===== config.mk =====
export PLATFORM = sky130hd
export DESIGN_NAME = gpio_cmd_bridge
export DESIGN_NICKNAME = d
export VERILOG_FILES = /design/src/rtl/gpio_cmd_bridge.sv
export SDC_FILE = /design/constraint.sdc
export NUM_CORES = 1
export LEC_CHECK = 0
export CORE_ASPECT_RATIO = 0.8
export CORE_MARGIN = 1.5
export CORE_UTILIZATION = 50
export CTS_CLUSTER_DIAMETER = 60
export DETAILED_ROUTE_END_ITERATION = 8
export PLACE_DENSITY = 0.7
export SLEW_MARGIN = 0
export SYNTH_ARGS = -nofsm -noshare
export SYNTH_HDL_FRONTEND = slang
export SYNTH_SLANG_ARGS = --single-unit

===== constraint.sdc =====
create_clock -name CLK100MHZ -period 3.47 [get_ports CLK100MHZ]
set_input_delay 0.5205 -clock CLK100MHZ [delete_from_list [all_inputs] [get_ports CLK100MHZ]]
set_output_delay 0.5205 -clock CLK100MHZ [all_outputs]
set_load 0.02 [all_outputs]

===== src/rtl/gpio_cmd_bridge.sv =====
// GPIO command bridge: toggle-handshake command decoder between the soft micro's GPIO pair
// and the convolution datapath, with a result FIFO drained by POP commands.
module gpio_cmd_bridge #(
    parameter int unsigned GPIO_D      = 32,
    parameter int unsigned BITS_IMAGEN = 8,
    parameter int unsigned BITS_DATA   = 13,
    parameter int unsigned NB_ADDRESS  = 4,
    parameter int unsigned FIFO_DEPTH  = 8,
    parameter int unsigned SYNC_STAGES = 2,
    parameter int unsigned RST_CYCLES  = 4
) (
    input  logic                   CLK100MHZ,
    input  logic                   i_reset,
    input  logic [GPIO_D-1:0]      i_gpio,
    output logic [GPIO_D-1:0]      o_gpio,
    output logic                   o_soft_rst,
    output logic                   o_sop,
    output logic                   o_valid,
    output logic                   o_load,
    output logic                   o_ki,
    output logic [BITS_IMAGEN-1:0] o_data,
    output logic [NB_ADDRESS-1:0]  o_imglen,
    input  logic                   i_eop,
    input  logic                   i_res_valid,
    input  logic [BITS_DATA-1:0]   i_res_data,
    output logic                   o_led
);

    localparam int unsigned CmdW = 4 + BITS_IMAGEN;
    localparam int unsigned PtrW = (FIFO_DEPTH > 1) ? $clog2(FIFO_DEPTH) : 1;
    localparam int unsigned CntW = $clog2(FIFO_DEPTH + 1);
    localparam int unsigned RcW  = (RST_CYCLES > 1) ? $clog2(RST_CYCLES) : 1;

    localparam logic [2:0] OpNop     = 3'd0;
    localparam logic [2:0] OpSoftRst = 3'd1;
    localparam logic [2:0] OpSetLen  = 3'd2;
    localparam logic [2:0] OpLoadK   = 3'd3;
    localparam logic [2:0] OpLoadI   = 3'd4;
    localparam logic [2:0] OpStart   = 3'd5;
    localparam logic [2:0] OpPop     = 3'd6;
    localparam logic [2:0] OpClrErr  = 3'd7;

    typedef enum logic [1:0] {StIdle, StExec, StRstHold} state_e;

    state_e                 state_q, state_d;
    logic [CmdW-1:0]        sync_q [SYNC_STAGES];
    logic [CmdW-1:0]        sync_d [SYNC_STAGES];
    logic                   lt_q, lt_d;
    logic [2:0]             op_q, op_d;
    logic [BITS_IMAGEN-1:0] pay_q, pay_d;
    logic [RcW-1:0]         rst_cnt_q, rst_cnt_d;

    logic                   soft_rst_q, soft_rst_d;
    logic                   sop_q, sop_d;
    logic                   valid_q, valid_d;
    logic                   load_q, load_d;
    logic                   ki_q, ki_d;
    logic [BITS_IMAGEN-1:0] data_q, data_d;
    logic [NB_ADDRESS-1:0]  imglen_q, imglen_d;

    logic                   eop_seen_q, eop_seen_d;
    logic                   ovf_q, ovf_d;
    logic                   udf_q, udf_d;
    logic [BITS_DATA-1:0]   rd_data_q, rd_data_d;

    logic [BITS_DATA-1:0]   mem_q [FIFO_DEPTH];
    logic [BITS_DATA-1:0]   mem_d [FIFO_DEPTH];
    logic [PtrW-1:0]        wr_ptr_q, wr_ptr_d;
    logic [PtrW-1:0]        rd_ptr_q, rd_ptr_d;
    logic [CntW-1:0]        count_q, count_d;

    logic                   sync_t;
    logic [2:0]             sync_op;
    logic [BITS_IMAGEN-1:0] sync_pay;
    logic                   accept;
    logic                   exec;
    logic                   fifo_empty;
    logic                   fifo_full;
    logic                   do_push;
    logic                   do_pop;
    logic                   unused_gpio;

    // Bits between the opcode field and the payload carry nothing.
    assign unused_gpio = ^i_gpio[GPIO_D-5:BITS_IMAGEN];

    assign sync_t   = sync_q[SYNC_STAGES-1][CmdW-1];
    assign sync_op  = sync_q[SYNC_STAGES-1][CmdW-2 -: 3];
    assign sync_pay = sync_q[SYNC_STAGES-1][BITS_IMAGEN-1:0];

    assign accept     = (state_q == StIdle) && (sync_t != lt_q);
    assign exec       = (state_q == StExec);
    assign fifo_empty = (count_q == '0);
    assign fifo_full  = (count_q == CntW'(FIFO_DEPTH));

    always_comb begin
        sync_d[0] = {i_gpio[GPIO_D-1 -: 4], i_gpio[BITS_IMAGEN-1:0]};
        for (int i = 1; i < int'(SYNC_STAGES); i++) begin
            sync_d[i] = sync_q[i-1];
        end
    end

    // FSM: next-state
    always_comb begin
        state_d = state_q;
        unique case (state_q)
            StIdle:    if (accept) state_d = StExec;
            StExec:    state_d = (op_q == OpSoftRst) ? StRstHold : StIdle;
            StRstHold: if (rst_cnt_q == RcW'(RST_CYCLES - 1)) state_d = StIdle;
            default:   state_d = StIdle;
        endcase
    end

    // FSM: outputs and command side effects, registered one cycle after EXEC
    always_comb begin
        lt_d       = lt_q;
        op_d       = op_q;
        pay_d      = pay_q;
        rst_cnt_d  = (state_q == StRstHold) ? rst_cnt_q + RcW'(1) : '0;
        soft_rst_d = (state_q == StRstHold);
        sop_d      = 1'b0;
        valid_d    = 1'b0;
        load_d     = 1'b0;
        ki_d       = ki_q;
        data_d     = data_q;
        imglen_d   = imglen_q;
        eop_seen_d = eop_seen_q;
        ovf_d      = ovf_q;
        udf_d      = udf_q;

        if (accept) begin
            lt_d  = sync_t;
            op_d  = sync_op;
            pay_d = sync_pay;
        end

        if (exec) begin
            unique case (op_q)
                OpNop: ;
                OpSoftRst: begin
                    eop_seen_d = 1'b0;
                    ovf_d      = 1'b0;
                    udf_d      = 1'b0;
                end
                OpSetLen: imglen_d = pay_q[NB_ADDRESS-1:0];
                OpLoadK: begin
                    ki_d    = 1'b1;
                    data_d  = pay_q;
                    load_d  = 1'b1;
                    valid_d = 1'b1;
                end
                OpLoadI: begin
                    ki_d    = 1'b0;
                    data_d  = pay_q;
                    valid_d = 1'b1;
                end
                OpStart: begin
                    sop_d      = 1'b1;
                    eop_seen_d = 1'b0;
                end
                OpPop:    if (fifo_empty) udf_d = 1'b1;
                OpClrErr: begin
                    ovf_d = 1'b0;
                    udf_d = 1'b0;
                end
                default: ;
            endcase
        end

        if (i_eop) eop_seen_d = 1'b1;
        if (i_res_valid && fifo_full && !do_pop) ovf_d = 1'b1;
    end

    // Result FIFO; a pop frees the slot a same-cycle push needs when full.
    always_comb begin
        do_pop    = exec && (op_q == OpPop) && !fifo_empty;
        do_push   = i_res_valid && (!fifo_full || do_pop);
        mem_d     = mem_q;
        wr_ptr_d  = wr_ptr_q;
        rd_ptr_d  = rd_ptr_q;
        count_d   = count_q;
        rd_data_d = rd_data_q;

        if (do_push) begin
            mem_d[wr_ptr_q] = i_res_data;
            wr_ptr_d        = wr_ptr_q + PtrW'(1);
        end
        if (do_pop) begin
            rd_data_d = mem_q[rd_ptr_q];
            rd_ptr_d  = rd_ptr_q + PtrW'(1);
        end
        if (do_push && !do_pop) begin
            count_d = count_q + CntW'(1);
        end else if (do_pop && !do_push) begin
            count_d = count_q - CntW'(1);
        end

        if (exec && (op_q == OpSoftRst)) begin
            wr_ptr_d = '0;
            rd_ptr_d = '0;
            count_d  = '0;
        end
    end

    always_ff @(posedge CLK100MHZ) begin
        if (!i_reset) begin
            state_q    <= StIdle;
            for (int i = 0; i < int'(SYNC_STAGES); i++) sync_q[i] <= '0;
            lt_q       <= 1'b0;
            op_q       <= OpNop;
            pay_q      <= '0;
            rst_cnt_q  <= '0;
            soft_rst_q <= 1'b0;
            sop_q      <= 1'b0;
            valid_q    <= 1'b0;
            load_q     <= 1'b0;
            ki_q       <= 1'b1;
            data_q     <= '0;
            imglen_q   <= '1;
            eop_seen_q <= 1'b0;
            ovf_q      <= 1'b0;
            udf_q      <= 1'b0;
            rd_data_q  <= '0;
            for (int i = 0; i < int'(FIFO_DEPTH); i++) mem_q[i] <= '0;
            wr_ptr_q   <= '0;
            rd_ptr_q   <= '0;
            count_q    <= '0;
        end else begin
            state_q    <= state_d;
            sync_q     <= sync_d;
            lt_q       <= lt_d;
            op_q       <= op_d;
            pay_q      <= pay_d;
            rst_cnt_q  <= rst_cnt_d;
            soft_rst_q <= soft_rst_d;
            sop_q      <= sop_d;
            valid_q    <= valid_d;
            load_q     <= load_d;
            ki_q       <= ki_d;
            data_q     <= data_d;
            imglen_q   <= imglen_d;
            eop_seen_q <= eop_seen_d;
            ovf_q      <= ovf_d;
            udf_q      <= udf_d;
            rd_data_q  <= rd_data_d;
            mem_q      <= mem_d;
            wr_ptr_q   <= wr_ptr_d;
            rd_ptr_q   <= rd_ptr_d;
            count_q    <= count_d;
        end
    end

    always_comb begin
        o_gpio                  = '0;
        o_gpio[GPIO_D-1]        = lt_q;
        o_gpio[GPIO_D-2]        = eop_seen_q;
        o_gpio[GPIO_D-3]        = fifo_empty;
        o_gpio[GPIO_D-4]        = fifo_full;
        o_gpio[GPIO_D-5]        = ovf_q;
        o_gpio[GPIO_D-6]        = udf_q;
        o_gpio[BITS_DATA-1:0]   = rd_data_q;
    end

    assign o_soft_rst = soft_rst_q;
    assign o_sop      = sop_q;
    assign o_valid    = valid_q;
    assign o_load     = load_q;
    assign o_ki       = ki_q;
    assign o_data     = data_q;
    assign o_imglen   = imglen_q;
    assign o_led      = eop_seen_q;

endmodule


==> summary.txt, run 1 <==
outcome -> finished clean
Area Growth Syn to Fin -> 14.71%
Fillers -> 1233
first-pass GRT wire length -> 24850 um
Starting Density -> 0.5121
Die ar. -> 16130 um^2
Netlist cell types -> 48
Final min period -> 2.770 ns
Final Skew -> 0.009217 ns
Routability Congestion -> 0.7134
CTS max path bufs -> 2
Setup CP Type -> reg2out
number of global-route vias before repair -> 4891
largest net degree at the start of global routing -> 153
Max Cap Violations -> 0
core box area -> 15010 um^2
clk sink count -> 187
Routed wire per std cell -> 16.30 um
grt ovf -> 0
FF-to-FF setup slack -> 0.81 ns
initial antenna violation count -> 0
CTS clk-pin slew, worst paths -> 0.06 ns
H-tree depth -> 4
Die H -> 113.9 um
# diodes -> 0
top cells by area, synth -> dfxtp_1, mux2i_1, mux4_2
Pleak -> 3.627 nW
Hold Buf Count CTS -> 0
HP Class -> in2reg
detailed placement HPWL -> 9802 um
Most used DFF post-synth -> dfxtp_1
CTS buffer count -> 17
Worst Path Max Fanout -> 5
most common cell in the synthesized netlist -> dfxtp_1
Fin. Hold Viols -> 0
Max-slew headroom -> 0.2869
Overall Global Routing Usage -> 0.2001
Post-Route WL -> 15500 um
Final Cycle Share -> 0.7983
Setup crit end kind -> output pin
Vias/cell -> 5.264
EDFF count, synth -> 0
cell area after synthesis -> 7689 um^2
Row Count -> 40
Syn. warnings -> 0
Setup Viol. Count Final -> 0
post-CTS setup buffers -> 0
area leader, netlist -> dfxtp_1
number of port buffers -> 65
top-level I/O count -> 99
Yosys reg bits -> 187
post-route DRC violation count -> 0
remaining antenna violation count -> 0
maximum VDD drop -> 0.0002990 V
vias -> 5006
top cells by count, synth -> dfxtp_1, mux2i_1, nand2_1, nor2_1, clkbuf_1
FFs w/ async S/R, synth -> 0
root buf cell -> clkbuf_16
Worst-Skew Late Latency -> 0.42 ns
Nets -> 806
post_cts resized -> 0
Pre-antenna DRT Iters -> 4
Syn Area/Cell -> 10.69 um^2
crit start category -> flop
Max Slew Vio Count -> 0
TritonCTS clock tree -> built
Power Density -> 513.9 nW/um^2
Mapped Cells -> 719
RSZ-0062 raised after global routing -> no
Max Freq -> 361.0 MHz
DR iter-0 viols -> 296
Die Wd -> 141.6 um
fraction of layout instances using a drive strength above 1 -> 0.09449
arrival time of the worst setup path -> 2.25 ns
setup tns final -> 0 ns
final hold slack -> 0.3698 ns
CP Data Required Time -> 2.95 ns
top-area cell type share of the netlist area -> 0.4869
sequential area share after synthesis -> 0.4869
Core Util, Final -> 0.5874
actual slew at the worst max-slew pin -> 1.068 ns
[stage by stage]
step	power, mW	setup WS [ns]	area, um^2	instances
after floorplan	2.700	0.8054	7734	731
after global placement	2.781	0.7358	8282	920
after detailed placement	2.808	0.6239	8282	920
after CTS	4.577	0.7141	8820	951
after global routing	4.717	0.5997	8820	951
final	4.533	0.7000	8820	951
[metal layers]
layer  GRT usage  share of wire  vias to the layer above
li1            -              -                     2489
met1      0.2581           0.46                     2421
met2      0.3327           0.49                       77
met3     0.04744          0.035                       19
met4     0.06598          0.014                        0
met5           0              0                        -
[final timing paths]
check,from,endpoint,cells past startpoint
min,i_reset,o_ki,2
max reg2reg,count_q[0],count_q[3],10
max,count_q[0],o_gpio[29],2
min reg2reg,rst_cnt_q[0],rst_cnt_q[0],1
[sequential cells by signal (all words and copies together) (netlist names), 2 cells and up]
name	cells
o_data	8
pay_q	8
sync_d	12
state_q	2
count_q	4
sync_op	3
mem_q	104
rd_data_q	13
wr_ptr_q	3
rd_ptr_q	3
o_imglen	4
rst_cnt_q	2
op_q	3
sync_pay	8
[critical path, stage by stage (launching register included)]
cell,delay [ns]
dfxtp_1,0.37
nor4_1,0.71
clkdlybuf4s50_1,0.74
[where the power goes]
| part | total [mW] | internal [mW] | switching [mW] | leakage, nW |
|---|---|---|---|---|
| clock network | 1.77 | 1.02 | 0.756 | 0.263 |
| registers | 2.28 | 2.23 | 0.0576 | 1.52 |
| logic | 0.477 | 0.215 | 0.262 | 1.85 |
[final cells by class]
type / count / area (um^2) / share of cell area
flip-flops and latches: 187 / 3745 / 0.4246
multi-input cells: 466 / 3565 / 0.4042
repair buffers: 72 / 713.2 / 0.08086
clock buffers: 23 / 467.9 / 0.05306
well taps: 189 / 236.5 / 0.02681
clock inverters: 8 / 70.07 / 0.007944
inverters: 6 / 22.52 / 0.002554
[placed cells by master (no fill, tap or decap), drive strengths merged, types with 5 or more instances in the layout]
cell           count
and2              26
inv                6
nand3b             5
mux2i            143
a21oi             20
clkbuf            23
o21ai             18
dfxtp            187
nor2              36
buf                8
ha                 6
conb              13
clkdlybuf4s50     64
mux4              26
nand2            130
clkinv             5
[kinds of logic after synthesis]
kind of cell,Yosys count,share of synthesized area
muxes,169,0.2623
buffers and inverters,78,0.05598
DFF,187,0.4869
other,1,0.0004877
AOI/OAI and AO/OA,47,0.03597
xor gates and xnor gates,6,0.006835
adders and majority gates,7,0.01237
and+or+nand+nor,224,0.1391
Note: power is estimated with default switching activity, not from simulation.
==> run 2, diff against run 1 <==
==> constraint.sdc (replaced) <==
create_clock -name CLK100MHZ -period 2.6 [get_ports CLK100MHZ]
set_input_delay 0.39 -clock CLK100MHZ [delete_from_list [all_inputs] [get_ports CLK100MHZ]]
set_output_delay 0.39 -clock CLK100MHZ [all_outputs]
set_load 0.02 [all_outputs]
==> summary.txt, run 2 (synthesis results as in run 1) <==
outcome -> finished clean
CP Cell Sequence -> nor4_1 -> buf_4 -> clkdlybuf4s50_1
arrival time of the worst setup path -> 2.12 ns
CTS buffer count -> 17
# diodes -> 0
Worst R2R Start -> count_q[0]
largest net degree at the start of global routing -> 117
Area Growth Syn to Fin -> 17.14%
setup tns final -> 0 ns
Overall Global Routing Usage -> 0.2041
H-tree depth -> 4
number of port buffers -> 65
Die H -> 113.9 um
Die ar. -> 16130 um^2
Worst Hold Launch -> i_reset
CP Data Required Time -> 2.21 ns
Die Wd -> 141.6 um
core box area -> 15010 um^2
Max Cap Violations -> 0
commonest non-fill, non-tap cell in the layout -> dfxtp_1
Setup CP Type -> reg2out
Setup Viol. Count Final -> 0
endpoint of the lowest-slack register-to-register path -> count_q[3]
Worst Path Max Fanout -> 5
remaining antenna violation count -> 0
CTS clk-pin slew, worst paths -> 0.06 ns
Worst-Skew Late Latency -> 0.43 ns
RSZ-0062 raised after global routing -> no
Vias/cell -> 5.233
Nets -> 819
actual slew at the worst max-slew pin -> 0.7591 ns
crit start category -> flop
post-route DRC violation count -> 0
maximum VDD drop -> 0.0003435 V
HP Class -> in2reg
Tot Pwr -> 6.379 mW
Final min period -> 2.508 ns
Routed wire per std cell -> 16.14 um
Fin. Hold Viols -> 0
post-CTS setup buffers -> 0
post_cts resized -> 0
max reg flops -> 104
fraction of layout instances using a drive strength above 1 -> 0.1173
Max Slew Vio Count -> 0
Max Freq -> 398.7 MHz
Setup crit end kind -> output pin
Power Density -> 708.3 nW/um^2
number of global-route vias before repair -> 5041
Pre-antenna DRT Iters -> 4
FF-to-FF setup slack -> 0.16 ns
area post-placement -> 8379 um^2
Starting Density -> 0.5121
clk sink count -> 187
Row Count -> 40
CP max stage delay -> 0.60 ns
Routability Congestion -> 0.7089
top-level I/O count -> 99
commonest non-fill, non-tap cells in the layout -> dfxtp_1, mux2i_1, nand2_1, clkdlybuf4s50_1, nor2_1
Final Cycle Share -> 0.9646
vias -> 5050
Pleak -> 3.705 nW
WHS Path Cells -> 2
end point of the worst hold path -> o_ki
fin area -> 9006 um^2
detailed placement HPWL -> 10090 um
final hold slack -> 0.2377 ns
slowest CP cell -> clkdlybuf4s50_1
Final Skew -> 0.01172 ns
CTS max path bufs -> 2
most flop-heavy register -> mem_q
grt ovf -> 0
Worst R2R Path Depth -> 10
Post-Route WL -> 15580 um
DR iter-0 viols -> 319
initial antenna violation count -> 0
Hold Buf Count CTS -> 0
root buf cell -> clkbuf_16
TritonCTS clock tree -> built
Max-slew headroom -> 0.4934
first-pass GRT wire length -> 25330 um
run 2: final cells by class:
class,count,area [um^2]
well taps,189,236.5
flip-flops and latches,187,3745
clock buffers,19,442.9
repair buffers,85,810.8
fillers,1199,6008
clock inverters,13,168.9
inverters,6,22.52
multi-input cells,466,3580
run 2: power by group:
group,switching (mW),internal (mW)
clock,1.11,1.54
sequential,0.0797,2.97
combinational,0.357,0.316
run 2: per-stage QoR:
step / util / cells / setup WS [ns]
after floorplan: - / 731 / 0.01296
after global placement: 0.5581 / 933 / 0.1755
after detailed placement: 0.5581 / 933 / 0.04257
after CTS: 0.5988 / 965 / 0.08645
after global routing: 0.5998 / 965 / 0.004971
final: 0.5998 / 965 / 0.09200
run 2: worst max-delay path by stage:
stage	to	startpoint	cells past startpoint
after floorplan	count_q[3]	count_q[0]	12
after global placement	count_q[3]	i_res_valid	10
after detailed placement	count_q[3]	i_res_valid	10
after CTS	count_q[3]	count_q[0]	10
after global routing	count_q[3]	count_q[0]	10
final	o_gpio[29]	count_q[0]	3
run 2: routing by layer:
layer  vias to the layer above  routed length (um)  GRT usage  share of wire
met2                        73                7650     0.3415           0.49
met4                         0                 221    0.07354          0.014
met1                      2446                7200     0.2585           0.46
li1                       2515                   -          -              -
met5                         -                   0          0              0
met3                        16                 505    0.04912          0.032
run 2: critical path: cells and delay by family, from the launching register on:
kind          cells  cell delay, ns
simple gates      1            0.48
buf+inv           2            0.81
flops             1            0.39
==> run 3, diff against run 2 <==
--- a/config.mk
+++ b/config.mk
@@ -10,6 +10,7 @@
 export CORE_UTILIZATION = 50
 export CTS_CLUSTER_DIAMETER = 60
 export DETAILED_ROUTE_END_ITERATION = 8
+export GPL_ROUTABILITY_DRIVEN = 0
 export PLACE_DENSITY = 0.7
 export SLEW_MARGIN = 0
 export SYNTH_ARGS = -nofsm -noshare
==> results of run 3 <==
No change in the layout: final DEF, timing and power equal those of run 2.
